File: config.mk
export PLATFORM = sky130hd
export DESIGN_NAME = atm_cell_tx_flat
export DESIGN_NICKNAME = d
export VERILOG_FILES = /design/src/rtl/atm_pkg.sv /design/src/rtl/atm_cell_tx_if.sv /design/src/rtl/atm_hec_gen.sv /design/src/rtl/atm_cell_tx.sv /design/src/flat_wrapper.sv
export SDC_FILE = /design/constraint.sdc
export NUM_CORES = 1
export LEC_CHECK = 0
export CAP_MARGIN = 40
export CORE_ASPECT_RATIO = 1.1
export CORE_MARGIN = 3
export CORE_UTILIZATION = 58
export DETAILED_ROUTE_END_ITERATION = 7
export GPL_TIMING_DRIVEN = 0
export PLACE_DENSITY = 0.82
export SYNTH_ARGS = -nofsm -noshare
export SYNTH_HDL_FRONTEND = slang
export SYNTH_SLANG_ARGS = --single-unit
File: constraint.sdc
create_clock -name clk -period 39.6 [get_ports clk]
set_input_delay 7.92 -clock clk [delete_from_list [all_inputs] [get_ports clk]]
set_output_delay 7.92 -clock clk [all_outputs]
set_load 0.05 [all_outputs]
File: src/rtl/atm_pkg.sv
// Shared ATM constants, transmitter state type and the HEC helper.
// The HEC helper is only reached from atm_hec_gen (built when ATM_HEC_GEN_EN is defined).
package atm_pkg;

  localparam int          ATM_CELL_BYTES = 53;
  localparam int          ATM_HDR_BYTES  = 4;
  localparam logic [7:0]  ATM_HEC_POLY   = 8'h07;
  localparam logic [7:0]  ATM_HEC_COSET  = 8'h55;

  localparam logic [0:0]  ST_IDLE = 1'b0;
  localparam logic [0:0]  ST_SEND = 1'b1;

  typedef enum logic [0:0] {
    IDLE = ST_IDLE,
    SEND = ST_SEND
  } atm_tx_state_t;

  // CRC-8 over the header, MSB first, init 0, then the ATM coset.
  function automatic logic [7:0] atm_hec_calc(input logic [ATM_HDR_BYTES*8-1:0] hdr);
    logic [7:0] crc;
    logic       fb;
    crc = 8'h00;
    for (int i = ATM_HDR_BYTES*8-1; i >= 0; i--) begin
      fb  = crc[7] ^ hdr[i];
      crc = {crc[6:0], 1'b0} ^ (fb ? ATM_HEC_POLY : 8'h00);
    end
    return crc ^ ATM_HEC_COSET;
  endfunction

endpackage

File: src/rtl/atm_cell_tx_if.sv
// Cell-in / byte-out handshake bundle of the ATM cell transmitter.
// master = upstream cell source plus downstream sink, slave = atm_cell_tx.
interface atm_cell_tx_if
  import atm_pkg::*;
#(
  parameter int CELL_BYTES = ATM_CELL_BYTES,
  parameter int CNT_W      = 16
);
  logic [CELL_BYTES*8-1:0] cell_in;
  logic                    cell_valid;
  logic                    cell_ready;
  logic [7:0]              data_out;
  logic                    valid_out;
  logic                    ready_in;
  logic                    sop_out;
  logic                    eop_out;
  logic                    busy;
  logic [CNT_W-1:0]        cells_sent;

  modport master (
    output cell_in, cell_valid, ready_in,
    input  cell_ready, data_out, valid_out, sop_out, eop_out, busy, cells_sent
  );

  modport slave (
    input  cell_in, cell_valid, ready_in,
    output cell_ready, data_out, valid_out, sop_out, eop_out, busy, cells_sent
  );
endinterface

File: src/rtl/atm_hec_gen.sv
// Combinational ATM HEC generator: 32-bit header in, 8-bit HEC out.
// Instantiated by atm_cell_tx only when ATM_HEC_GEN_EN is defined.
module atm_hec_gen
  import atm_pkg::*;
(
  input  logic [ATM_HDR_BYTES*8-1:0] hdr,
  output logic [7:0]                 hec
);
  assign hec = atm_hec_calc(hdr);
endmodule

File: src/rtl/atm_cell_tx.sv
// ATM cell-to-byte transmitter: one-cell hold buffer feeding a byte shifter.
// Define ATM_HEC_GEN_EN to overwrite byte 4 with the generated HEC at load time.
module atm_cell_tx
  import atm_pkg::*;
#(
  parameter int CELL_BYTES = ATM_CELL_BYTES,
  parameter int CNT_W      = 16
)(
  input  logic          clk,
  input  logic          rst_n,
  atm_cell_tx_if.slave  bus
);
  localparam int              CELL_W   = CELL_BYTES * 8;
  localparam int              IDX_W    = (CELL_BYTES > 1) ? $clog2(CELL_BYTES) : 1;
  localparam logic [IDX_W-1:0] LAST_IDX = IDX_W'(CELL_BYTES - 1);

  atm_tx_state_t     state;
  logic              hold_full;
  logic [CELL_W-1:0] hold_buf;
  logic [CELL_W-1:0] load_cell;
  logic [CELL_W-1:0] shifter;
  logic [IDX_W-1:0]  byte_idx;
  logic [CNT_W-1:0]  cells_sent;
  logic              accept;
  logic              xfer;
  logic              last_byte;
  logic              load;

  // NOTE: cell_ready comes from hold_full alone so upstream never sees a path from ready_in.
  assign bus.cell_ready = !hold_full;
  assign accept         = bus.cell_valid && !hold_full;
  assign xfer           = (state == SEND) && bus.ready_in;
  assign last_byte      = (byte_idx == LAST_IDX);
  // The held cell moves into the shifter when idle or on the final byte transfer (zero-gap chaining).
  assign load           = hold_full && ((state == IDLE) || (xfer && last_byte));

`ifdef ATM_HEC_GEN_EN
  logic [7:0] hec;

  atm_hec_gen u_hec_gen (
    .hdr (hold_buf[CELL_W-1 -: ATM_HDR_BYTES*8]),
    .hec (hec)
  );

  always_comb begin
    load_cell = hold_buf;
    load_cell[CELL_W-1-ATM_HDR_BYTES*8 -: 8] = hec;
  end
`else
  assign load_cell = hold_buf;
`endif

  // NOTE: all state updates use non-blocking assignments so every register samples pre-edge values.
  always_ff @(posedge clk or negedge rst_n) begin
    if (!rst_n) begin
      state      <= IDLE;
      hold_full  <= 1'b0;
      byte_idx   <= '0;
      cells_sent <= '0;
    end else begin
      if (accept)
        hold_full <= 1'b1;
      else if (load)
        hold_full <= 1'b0;

      if (xfer && last_byte)
        cells_sent <= cells_sent + CNT_W'(1);

      if (load) begin
        state    <= SEND;
        byte_idx <= '0;
      end else if (xfer) begin
        if (last_byte)
          state <= IDLE;
        else
          byte_idx <= byte_idx + IDX_W'(1);
      end
    end
  end

  // NOTE: the cell buffers carry no reset; hold_full and state alone say whether their contents are live.
  always_ff @(posedge clk) begin
    if (accept)
      hold_buf <= bus.cell_in;
    if (load)
      shifter <= load_cell;
    else if (xfer)
      shifter <= shifter << 8;
  end

  assign bus.valid_out  = (state == SEND);
  assign bus.data_out   = bus.valid_out ? shifter[CELL_W-1 -: 8] : 8'h00;
  assign bus.sop_out    = bus.valid_out && (byte_idx == '0);
  assign bus.eop_out    = bus.valid_out && last_byte;
  assign bus.busy       = hold_full || (state == SEND);
  assign bus.cells_sent = cells_sent;

endmodule

File: src/flat_wrapper.sv
// flat-port wrapper written by rule: the top's interface ports become plain ports
module atm_cell_tx_flat import atm_pkg::*;
#(
  parameter int CELL_BYTES = ATM_CELL_BYTES,
  parameter int CNT_W      = 16
)
  (clk, rst_n, bus_cell_in, bus_cell_valid, bus_ready_in, bus_cell_ready, bus_data_out, bus_valid_out, bus_sop_out, bus_eop_out, bus_busy, bus_cells_sent);
  atm_cell_tx_if #(.CELL_BYTES(CELL_BYTES), .CNT_W(CNT_W)) bus_i ();
  input  logic clk;
  input  logic rst_n;
  input wire logic [$bits(bus_i.cell_in)-1:0] bus_cell_in;
  input wire logic [$bits(bus_i.cell_valid)-1:0] bus_cell_valid;
  input wire logic [$bits(bus_i.ready_in)-1:0] bus_ready_in;
  output wire logic [$bits(bus_i.cell_ready)-1:0] bus_cell_ready;
  output wire logic [$bits(bus_i.data_out)-1:0] bus_data_out;
  output wire logic [$bits(bus_i.valid_out)-1:0] bus_valid_out;
  output wire logic [$bits(bus_i.sop_out)-1:0] bus_sop_out;
  output wire logic [$bits(bus_i.eop_out)-1:0] bus_eop_out;
  output wire logic [$bits(bus_i.busy)-1:0] bus_busy;
  output wire logic [$bits(bus_i.cells_sent)-1:0] bus_cells_sent;
  assign bus_i.cell_in = bus_cell_in;
  assign bus_i.cell_valid = bus_cell_valid;
  assign bus_i.ready_in = bus_ready_in;
  assign bus_cell_ready = bus_i.cell_ready;
  assign bus_data_out = bus_i.data_out;
  assign bus_valid_out = bus_i.valid_out;
  assign bus_sop_out = bus_i.sop_out;
  assign bus_eop_out = bus_i.eop_out;
  assign bus_busy = bus_i.busy;
  assign bus_cells_sent = bus_i.cells_sent;
  atm_cell_tx #(.CELL_BYTES(CELL_BYTES), .CNT_W(CNT_W)) u_core (.clk(clk), .rst_n(rst_n), .bus(bus_i));
endmodule
Word-level counts from Yosys, hierarchy flattened
Cells that the tools add are included.

$add $sub $neg: 2. Equality and inequality tests: 2. Multiplexer cells: 11. Bitwise logic cells: 1. Reduce and logical (&&, ||, !) cells: 15.

Operator list (number): 2-to-1 mux 424 bit (2); 2-to-1 mux 6 bit (3); adder 16 x 1 -> 16 bit (second input constant) (1); 2-to-1 mux 8 bit (1); adder 6 x 1 -> 6 bit (second input constant) (1); equality test 6 bit (second input constant) (1); logical AND 1 bit (6); logical NOT 6 bit (1); nonzero test 2 bit (3); 2-to-1 mux 1 bit (5); AND reduction 2 bit (2); logical OR 1 bit (2); != test 2 bit (second input constant) (1); logical NOT 1 bit (1); NOT 1 bit (1).

Register bits after elaboration: 872. Input port bits: 428. Output and inout port bits: 29. Logic and storage cells: 37.

Depth between registers and ports, before layout
Gate-level depths: netlist of the first run.

Depth in word-level cells: 6. Mapped depth: 10. Gate-level depth less buffers: 6.

Least setup slack after synthesis of the first run
OpenSTA, ideal clock, no wires.

Path type: input-to-reg. From: input port bus_cell_valid. To: register u_core.hold_full. Setup time: 185 ps. Data arrival time: 27532 ps. Data required time: 39415 ps. Path slack: 11883 ps. Cell stages on the path: 2. Cells stage by stage: nor2b_1 > o21bai_1.

Longest elaborated chain between the ends: 2.

Ends and longest elaborated chain: from (decl) (line flat_wrapper.sv:12) `input wire logic [$bits(bus_i.cell_valid)-1:0] bus_cell_valid;`; logical AND 1 bit * (line atm_cell_tx.sv:31) `assign accept = bus.cell_valid && !hold_full;`; 2-to-1 mux 1 bit or nonzero test 2 bit (tied branches); to (signal assigned) (line atm_cell_tx.sv:57) `hold_full <= 1'b0;`; to (signal assigned) (line atm_cell_tx.sv:62) `hold_full <= 1'b1;`; to (signal assigned) (line atm_cell_tx.sv:64) `hold_full <= 1'b0;`; to (decl) (line atm_cell_tx.sv:18) `logic hold_full;`.

Every way passes the cells marked *; elsewhere a longest branch is shown, timed or not. A chain may end at the register's enable or synchronous reset.

Worst setup path in the final report of the first run
From: register u_core.state, in the netlist u_core.bus.valid_out. To: output port bus_data_out[7].

Longest elaborated chain between the ends: 1.

Ends and longest elaborated chain: from (decl) (line atm_cell_tx.sv:17) `atm_tx_state_t state;`; from (signal assigned) (line atm_cell_tx.sv:56) `state <= IDLE;`; from (signal assigned) (line atm_cell_tx.sv:70) `state <= SEND;`; from (signal assigned) (line atm_cell_tx.sv:74) `state <= IDLE;`; 2-to-1 mux 8 bit (line atm_cell_tx.sv:92) `assign bus.data_out = bus.valid_out ? shifter[CELL_W-1 -: 8] : 8'h00;`; to (decl) (line flat_wrapper.sv:15) `output wire logic [$bits(bus_i.data_out)-1:0] bus_data_out;`.

No other way between the ends.

==> results.toml, run 1 <==
[synthesis]
synth_top_area_share_pct = 79.9
ys_warn_count = 0
synth_top_family_by_area = "multiplexers"
synth-simple-area-share_pct = 1.25
yosysUniqueCellTypes = 39
yosys-top-cells-area = "edfxtp_1 (80%), mux2_2 (11%), mux2_1 (4.0%)"
synth-edff-count = 848
synthAdderAreaFrac_pct = 0.118
netlist_area_mm2 = 0.0319
avgSynthCellArea_um2 = 22.0
muxShareOfSynthArea_pct = 14.8
synth_cells = 1449
ys_seq_area_share_pct = 81.8
synth_xor_xnor_area_share_pct = 0.440
ys_seq_elements = 872
yosys.area.top_type = "edfxtp_1"
syn_nets = 1880
synth_flop_cell = "edfxtp_1"
synth-compound-area-share_pct = 0.291
async_flop_share_pct = 2.75

[clocking]
clk_pin_slew_ps = 60
numCtsBuffers = 82
post_cts_buffers = 0
cts.sinks = 872
clock_latency_ps = 610
postCtsHoldBufs = 0
cts_tree = "done"
root_buffer = "clkbuf_16"
clock_path_buffers = 3
postCtsResizedCells = 0
h-tree-depth = 3

[global_routing]
grt_use_met2_pct = 40.7
grt_pass1_wl_mm = 99.5
grt_use_total_pct = 23.3
antenna_found_initial = 36
grt_overflow_total = 0
grt_max_degree = 37
grtUsageMet1_pct = 27.9
grt_pass1_vias = 16500
top_usage_layer = "met2"
grt_use_met3_pct = 6.85

[worst_setup_path]
critPathLaunchType = "flip-flop"
crit_family = "buffers and inverters"
crit_top_cell = "clkbuf_1"
crit_path_max_fanout = 10
crit_buf_inv = 3
endpoint_kind = "output pin"
slowest_stage = "clkdlybuf4s50_1"
cp-startpoint = "u_core.bus.valid_out$_DFFE_PN0P_"
reg2reg_depth = 9
critical_path_class = "reg -> out"
worstPathCellList = "clkbuf_1, clkbuf_1, and2_1, clkdlybuf4s50_1"
r2r_setup_slack_ps = 36330
reg2reg_to = "u_core.shifter[61]$_DFFE_PP_"
worstPathRequired_ps = 31680
arrival_ps = 2860
r2r-start = "u_core.bus.valid_out$_DFFE_PN0P_"
critical_path.max_stage_delay_ps = 840

[routing]
num_vias = 15400
drtAntennaViolNets = 0
wl_mm = 67.7
drt_pre_antenna_iters = 5
drt_iter0_drc = 1112
avgViaCountPerCell = 5.43
wl_per_cell_um = 24.0
route.detailed.drc = 0

[sta]
finalSetupViolCount = 0
maxSlewViolCount = 0
worst_pin_slew_ps = 729
period_share_pct = 27.2
clock_skew_ps = 18.4
hold_viol = 0
max_slew_margin_pct = 51.4
rsz0062_at_grt = "no"
finalSetupTns_ps = 0
min_period_ps = 10780
fin_hold_ws_ps = 500
fmax_mhz = 92.8

[place]
numPortBuffers = 455
place_inst = 2666
hpwlAfterDp_mm = 48.2
dpl_cell_area_mm2 = 0.0381
gp_congestion = 0.839

[pwr]
powerDensity_mw_per_mm2 = 49.8
peakVddDrop_mv = 0.0487
power_leakage_uw = 0.0137
power_uw = 2030

[finish]
final_common_cell = "edfxtp_1"
fill_cells = 2856
finalInstanceArea_mm2 = 0.0406
fin_nets = 2453
layout_common_cells = "edfxtp_1 (848), clkdlybuf4s50_1 (455), mux2_2 (304), mux2_1 (113), clkbuf_16 (83)"
area_growth_pct = 27.5
finalNonFillerCells = 2826
drive_gt1_share_pct = 24.1

[worst_hold_path]
hold_path.class = "reg -> reg"
min_from = "u_core.bus.cells_sent[15]$_DFFE_PN0P_"
min_path_cells = 1
holdPathEnd = "u_core.bus.cells_sent[15]$_DFFE_PN0P_"

[job]
maxCapViolCount = 0

[floorplanning]
io_pins = 457
core-area_mm2 = 0.0540
die_width_um = 229
initial_core_util_pct = 59.0
die_area_mm2 = 0.0578
rows = 89
die_h_um = 252

[status]
status = "finished clean"
flip-flops by register name, summed over array words and instances, names as in the netlist:
register and cells:
u_core.shifter 424, u_core.bus.cells_sent 16, u_core.hold_full 1, u_core.byte_idx 6, u_core.hold_buf 424, u_core.bus.valid_out 1
synthesized netlist by cell type (2+ instances only):
library cell	count
and3_1	11
dfrtp_1	24
ha_1	3
clkbuf_1	4
a22o_1	2
mux2_1	113
buf_4	21
inv_1	5
xnor2_1	12
o21bai_1	2
o21ai_0	2
mux2_2	304
nor4_1	3
and4_1	3
or2_2	2
and2_1	11
nand2_1	8
a21oi_1	5
edfxtp_1	848
buf_2	12
xor2_1	4
nand4_1	8
buf_6	14
nor3_1	4
nand3_1	7
nor2_1	4
area by class of cell:
cell class / instances / area, um2 / area share [%]
clock buffers: 104 / 2160 / 5.30
plain buffers: 52 / 405 / 0.997
multi-input cells: 519 / 5390 / 13.3
repair buffers: 489 / 5330 / 13.1
well taps: 728 / 911 / 2.24
clock inverters: 35 / 313 / 0.770
inverters: 6 / 22.5 / 0.0554
diodes: 21 / 52.6 / 0.129
flip-flops and latches: 872 / 26100 / 64.1
cells by family (layout without fill, tap and decap cells):
family / after synthesis / in the layout
AO/OA/AOI/OAI: 14 / 14
XOR/XNOR: 16 / 16
adder cells (fa/ha/maj): 3 / 3
buffers and inverters: 58 / 686
flip-flops: 872 / 872
multiplexers: 418 / 418
other: 0 / 21
AND/OR/NAND/NOR: 68 / 68
per-layer routing:
metal | share of wire (%) | vias to the layer above
met1 | 37 | 7713
met5 | 0.27 | -
met2 | 52 | 561
met4 | 2.5 | 28
met3 | 8.4 | 136
li1 | - | 6916
report_power, final:
group / internal (uW) / switching [uW] / leakage (uW)
sequential: 1100 / 22.8 / 0.00832
combinational: 91.2 / 76.3 / 0.00422
clock: 417 / 322 / 0.00120
total: 1600 / 421 / 0.0137
worst max-delay path by stage:
stage	to	slack, ps	cells past startpoint
3_3_place_gp	u_core.hold_full$_DFFE_PN0P_	2700	3
3_5_place_dp	u_core.hold_buf[266]$_DFFE_PP_	29110	7
4_1_cts	bus_data_out[7]	28760	4
6_report	bus_data_out[7]	28820	4
5_1_grt	bus_data_out[7]	28620	4
2_1_floorplan	u_core.hold_full$_DFFE_PN0P_	11880	2
metrics by stage:
step                worst slack (ps)  util, %
floorplan                      11880        -
global placement                2700     69.1
detailed placement             29110     70.6
CTS                            28760     75.2
global route                   28620     75.2
finish                         28820     75.3
(Power assumes the default switching activity.)
==> run 2: changes to the inputs <==
--- a/config.mk
+++ b/config.mk
@@ -8,10 +8,10 @@
 export CAP_MARGIN = 40
 export CORE_ASPECT_RATIO = 1.1
 export CORE_MARGIN = 3
-export CORE_UTILIZATION = 58
+export CORE_UTILIZATION = 49
 export DETAILED_ROUTE_END_ITERATION = 7
 export GPL_TIMING_DRIVEN = 0
-export PLACE_DENSITY = 0.82
+export PLACE_DENSITY = 0.74
 export SYNTH_ARGS = -nofsm -noshare
 export SYNTH_HDL_FRONTEND = slang
 export SYNTH_SLANG_ARGS = --single-unit
==> constraint.sdc (replaced) <==
create_clock -name clk -period 9.7 [get_ports clk]
set_input_delay 1.94 -clock clk [delete_from_list [all_inputs] [get_ports clk]]
set_output_delay 1.94 -clock clk [all_outputs]
set_load 0.05 [all_outputs]
==> run 2 against run 1 <==
Final cell count increased by 4.6%. Design area increased by 1.2%. Sequential power increased to 4.1 times the previous value. Clock skew increased by 0.92 ps. Combinational power increased to 4.0 times the previous value. Die area increased by 18%. Clock power increased to 4.5 times the previous value. Non-clock buffer count unchanged. Setup slack got worse by 24000 ps. Via count decreased by 0.53%. Critical endpoint unchanged.
==> results.toml, run 2 (synthesis gave the netlist of run 1 again) <==
[place]
gp_congestion = 0.820
dp_worst_setup_slack_ps = 5130
hpwlAfterDp_mm = 47.6
numPortBuffers = 455

[floorplanning]
io_pins = 457
core-area_mm2 = 0.0641
initial_core_util_pct = 49.7
die_h_um = 273
die_area_mm2 = 0.0681
rows = 97
die_width_um = 249

[finish]
area_growth_pct = 29.1
drive_gt1_share_pct = 24.6
top_regs = "u_core.hold_buf x424, u_core.shifter x424, u_core.bus.cells_sent x16"
fin_nets = 2458
final_common_cell = "edfxtp_1"
layout_common_cells = "edfxtp_1 (848), clkdlybuf4s50_1 (455), mux2_2 (304), mux2_1 (113), clkbuf_16 (88)"

[pwr]
power_leakage_uw = 0.0139
powerDensity_mw_per_mm2 = 209
power_uw = 8590
peakVddDrop_mv = 0.167

[routing]
route.detailed.drc = 0
drt_pre_antenna_iters = 4
num_vias = 15300
drtAntennaViolNets = 0
drt_iter0_drc = 1041
wl_per_cell_um = 22.6
wl_mm = 66.9
avgViaCountPerCell = 5.17

[sta]
clock_skew_ps = 19.4
maxSlewViolCount = 0
finalSetupViolCount = 0
rsz0062_at_grt = "no"
fin_hold_ws_ps = 481
worst_pin_slew_ps = 761
setup_ws_ps = 4830
hold_viol = 0
fmax_mhz = 205
min_period_ps = 4870
period_share_pct = 50.2
max_slew_margin_pct = 49.1

[clocking]
post_cts_buffers = 0
cts.sinks = 872
clk_pin_slew_ps = 60
postCtsHoldBufs = 0
numCtsBuffers = 87
h-tree-depth = 3
root_buffer = "clkbuf_16"
clock_path_buffers = 3
clock_latency_ps = 620
cts_tree = "done"
postCtsResizedCells = 0

[global_routing]
grt_pass1_vias = 16500
grt_pass1_wl_mm = 99.5
grt_use_total_pct = 19.5
antenna_found_initial = 38
grt_max_degree = 35
grt_overflow_total = 0

[worst_setup_path]
worstPathRequired_ps = 7760
crit_top_cell = "clkbuf_1"
crit_path_max_fanout = 10
critical_path.max_stage_delay_ps = 840
cp.depth = 4
arrival_ps = 2930
endpoint_kind = "output pin"
reg2reg_depth = 9
slowest_stage = "clkdlybuf4s50_1"
crit_family = "buffers and inverters"
critical_path_class = "reg -> out"
critPathLaunchType = "flip-flop"
crit_buf_inv = 3
worstPathCellList = "clkbuf_1, clkbuf_1, and2_1, clkdlybuf4s50_1"

[worst_hold_path]
hold_path.class = "reg -> reg"
min_path_cells = 1

[job]
maxCapViolCount = 0

[status]
status = "finished clean"
-- run 2: path summary, 6_finish.rpt --
kind | start | end | slack (ps)
max in group asynchronous | rst_n | u_core.byte_idx[1]$_DFFE_PN0P_ | 7670
max reg2reg | u_core.bus.valid_out$_DFFE_PN0P_ | u_core.shifter[15]$_DFFE_PP_ | 6440
min | u_core.bus.cells_sent[15]$_DFFE_PN0P_ | u_core.bus.cells_sent[15]$_DFFE_PN0P_ | 480
min in group asynchronous | rst_n | u_core.bus.cells_sent[11]$_DFFE_PN0P_ | 1590
min reg2reg | u_core.bus.cells_sent[15]$_DFFE_PN0P_ | u_core.bus.cells_sent[15]$_DFFE_PN0P_ | 480
max | u_core.bus.valid_out$_DFFE_PN0P_ | bus_data_out[7] | 4830
-- run 2: through the flow --
stage	area [um2]	cells	setup TNS (ps)	utilization [%]
2_1_floorplan	31900	1449	0	-
3_3_place_gp	37500	2745	-1457610	58.5
3_5_place_dp	38200	2779	0	59.7
4_1_cts	41100	2937	0	64.1
5_1_grt	41100	2940	0	64.1
6_report	41100	2955	0	64.2
-- run 2: final cells by class --
cell class	instances	area [um2]
clock inverter	55	594
clock buffer	103	2260
tap	841	1050
timing repair buffer	489	5300
antenna	18	45.0
multi-input combinational	519	5390
fill	4242	22900
inverter	6	22.5
sequential	872	26100
buffer	52	405
-- run 2: power breakdown --
part	internal [uW]	switching, uW
Sequential	4480	88.2
Clock	1960	1390
Combinational	368	307
-- run 2: routing by layer --
metal  part of all wire, %  GRT usage, %  vias to the layer above
met5                  0.36             0                        -
met4                   2.4          6.08                       38
met3                   8.4          6.19                      133
met2                    51          33.7                      516
met1                    37          23.5                     7645
li1                      -             -                     6940
-- run 2: worst reg2reg max path: stages (launching register included) --
cell	delay [ps]
dfrtp_1	440
clkbuf_1	240
clkbuf_1	310
o21bai_4	600
buf_16	250
buf_12	210
buf_12	220
buf_12	220
buf_12	220
buf_12	240
==> run 3: changes to the inputs <==
==> constraint.sdc (replaced) <==
create_clock -name clk -period 4.4 [get_ports clk]
set_input_delay 0.88 -clock clk [delete_from_list [all_inputs] [get_ports clk]]
set_output_delay 0.88 -clock clk [all_outputs]
set_load 0.05 [all_outputs]
==> run 3 against run 2 <==
Core utilization fell by 0.15 points. First-iteration DRC count shrank 6.6%. Clock skew is 3.6 ps higher. Critical path depth down 1. Final cell count about the same. Design area is 0.23% lower. Non-clock buffer count fell by 1. Combinational power is 120% higher. Setup slack lost 4000 ps. Register-to-register slack lost 5200 ps. Flip-flop and latch count stayed put. Sequential power increased by 120%.
==> results.toml, run 3 (synthesis gave the netlist of run 1 again) <==
[global_routing]
grt_pass1_vias = 16300
antenna_found_initial = 40
grt_use_met3_pct = 6.47
grt_use_met2_pct = 32.9
grt_pass1_wl_mm = 99.2
grt_max_degree = 33
top_usage_layer = "met2"
grt_overflow_total = 0
grtUsageMet1_pct = 24.1
grt_use_total_pct = 19.4

[sta]
max_slew_margin_pct = 41.5
finalSetupTns_ps = 0
period_share_pct = 81.2
min_period_ps = 3570
setup_ws_ps = 827
hold_viol = 0
finalSetupViolCount = 0
worst_pin_slew_ps = 876
rsz0062_at_grt = "no"
maxSlewViolCount = 0
fmax_mhz = 280
clock_skew_ps = 22.9

[floorplanning]
die_area_mm2 = 0.0681
io_pins = 457
die_width_um = 249
core-area_mm2 = 0.0641
die_h_um = 273
initial_core_util_pct = 49.7
rows = 97

[clocking]
numCtsBuffers = 87
cts.sinks = 872
clk_pin_slew_ps = 60
h-tree-depth = 3
root_buffer = "clkbuf_16"
cts_tree = "done"
clock_path_buffers = 3
postCtsResizedCells = 0
clock_latency_ps = 630
post_cts_buffers = 0
postCtsHoldBufs = 0

[worst_setup_path]
crit_end = "bus_busy"
arrival_ps = 2690
worstPathRequired_ps = 3520
cp-startpoint = "u_core.hold_full$_DFFE_PN0P_"
crit_path_max_fanout = 10
critical_path_class = "reg -> out"
r2r-start = "u_core.bus.valid_out$_DFFE_PN0P_"
r2r_setup_slack_ps = 1220
critPathLaunchType = "flip-flop"
reg2reg_to = "u_core.shifter[231]$_DFFE_PP_"
endpoint_kind = "output pin"
reg2reg_depth = 9

[finish]
fill_cells = 4266
seqCellArea_mm2 = 0.0261
area_growth_pct = 28.8
top_regs = "u_core.hold_buf x424, u_core.shifter x424, u_core.bus.cells_sent x16"
fin_nets = 2457
final_common_cell = "edfxtp_1"
multi_input_area_mm2 = 0.00539
drive_gt1_share_pct = 24.4
layout_common_cells = "edfxtp_1 (848), clkdlybuf4s50_1 (455), mux2_2 (304), mux2_1 (113), clkbuf_16 (89)"

[job]
maxCapViolCount = 0

[routing]
wl_mm = 66.7
num_vias = 15300
drt_pre_antenna_iters = 4
avgViaCountPerCell = 5.17
drt_iter0_drc = 972
wl_per_cell_um = 22.6
drtAntennaViolNets = 0
route.detailed.drc = 0

[pwr]
swShare_pct = 20.8
p_sw_uw = 3900
p_int_uw = 14800
seqPwrFrac_pct = 53.7
clkPwrFrac_pct = 38.3
pwr-share-comb_pct = 7.9
power_leakage_uw = 0.0139
peakVddDrop_mv = 0.378
powerDensity_mw_per_mm2 = 456

[worst_hold_path]
hold_path.class = "reg -> reg"

[status]
status = "finished clean"

[place]
hpwlAfterDp_mm = 47.7
numPortBuffers = 455
gp_congestion = 0.798
dp_worst_setup_slack_ps = 572
run 3: worst min path at each step:
stage | cells past startpoint | from | to
floorplan | 1 | u_core.shifter[286]$_DFFE_PP_ | u_core.shifter[294]$_DFFE_PP_
global placement | 1 | u_core.bus.cells_sent[15]$_DFFE_PN0P_ | u_core.bus.cells_sent[15]$_DFFE_PN0P_
detailed placement | 1 | u_core.bus.cells_sent[15]$_DFFE_PN0P_ | u_core.bus.cells_sent[15]$_DFFE_PN0P_
CTS | 1 | u_core.bus.cells_sent[15]$_DFFE_PN0P_ | u_core.bus.cells_sent[15]$_DFFE_PN0P_
global route | 1 | u_core.bus.cells_sent[15]$_DFFE_PN0P_ | u_core.bus.cells_sent[15]$_DFFE_PN0P_
finish | 1 | u_core.bus.cells_sent[15]$_DFFE_PN0P_ | u_core.bus.cells_sent[15]$_DFFE_PN0P_
run 3: metal layers:
layer,routed length (um),up-vias
met5,247,-
met1,25900,7643
met3,5380,132
met4,1330,36
li1,-,6932
met2,33800,529
run 3: area by class of cell:
cell class                      instances  share of cell area [%]
Clock buffer                          112                    5.66
Tap cell                              841                    2.56
Antenna cell                           18                   0.110
Timing Repair Buffer                  488                    12.8
Clock inverter                         46                    1.07
Multi-Input combinational cell        519                    13.1
Buffer                                 52                    1.04
Inverter                                6                  0.0579
Sequential cell                       872                    63.5
run 3: metrics by stage:
step / instances / area, um2 / power (uW) / utilization, % / hold slack (ps)
final: 2954 / 41000 / 18700 / 64.0 / 483
after global routing: 2943 / 41000 / 19400 / 64.0 / 492
after CTS: 2936 / 41000 / 18900 / 64.0 / 485
after detailed placement: 2778 / 38200 / 11700 / 59.7 / 473
after global placement: 2745 / 37500 / 11700 / 58.5 / 465
after floorplan: 1449 / 31900 / 11000 / - / 501
run 3: worst max-delay path: stages (launching register included):
cell and delay [ps]:
dfrtp_1 440, clkbuf_1 600, or2_2 220, clkdlybuf4s50_1 830
run 3: power by group through the flow:
stage	sequential, uW	combinational [uW]	clock [uW]
floorplan	10300	698	0
global placement	10400	1330	0
detailed placement	10200	1500	0
CTS	10100	1510	7340
global route	10100	1600	7700
finish	10100	1490	7180
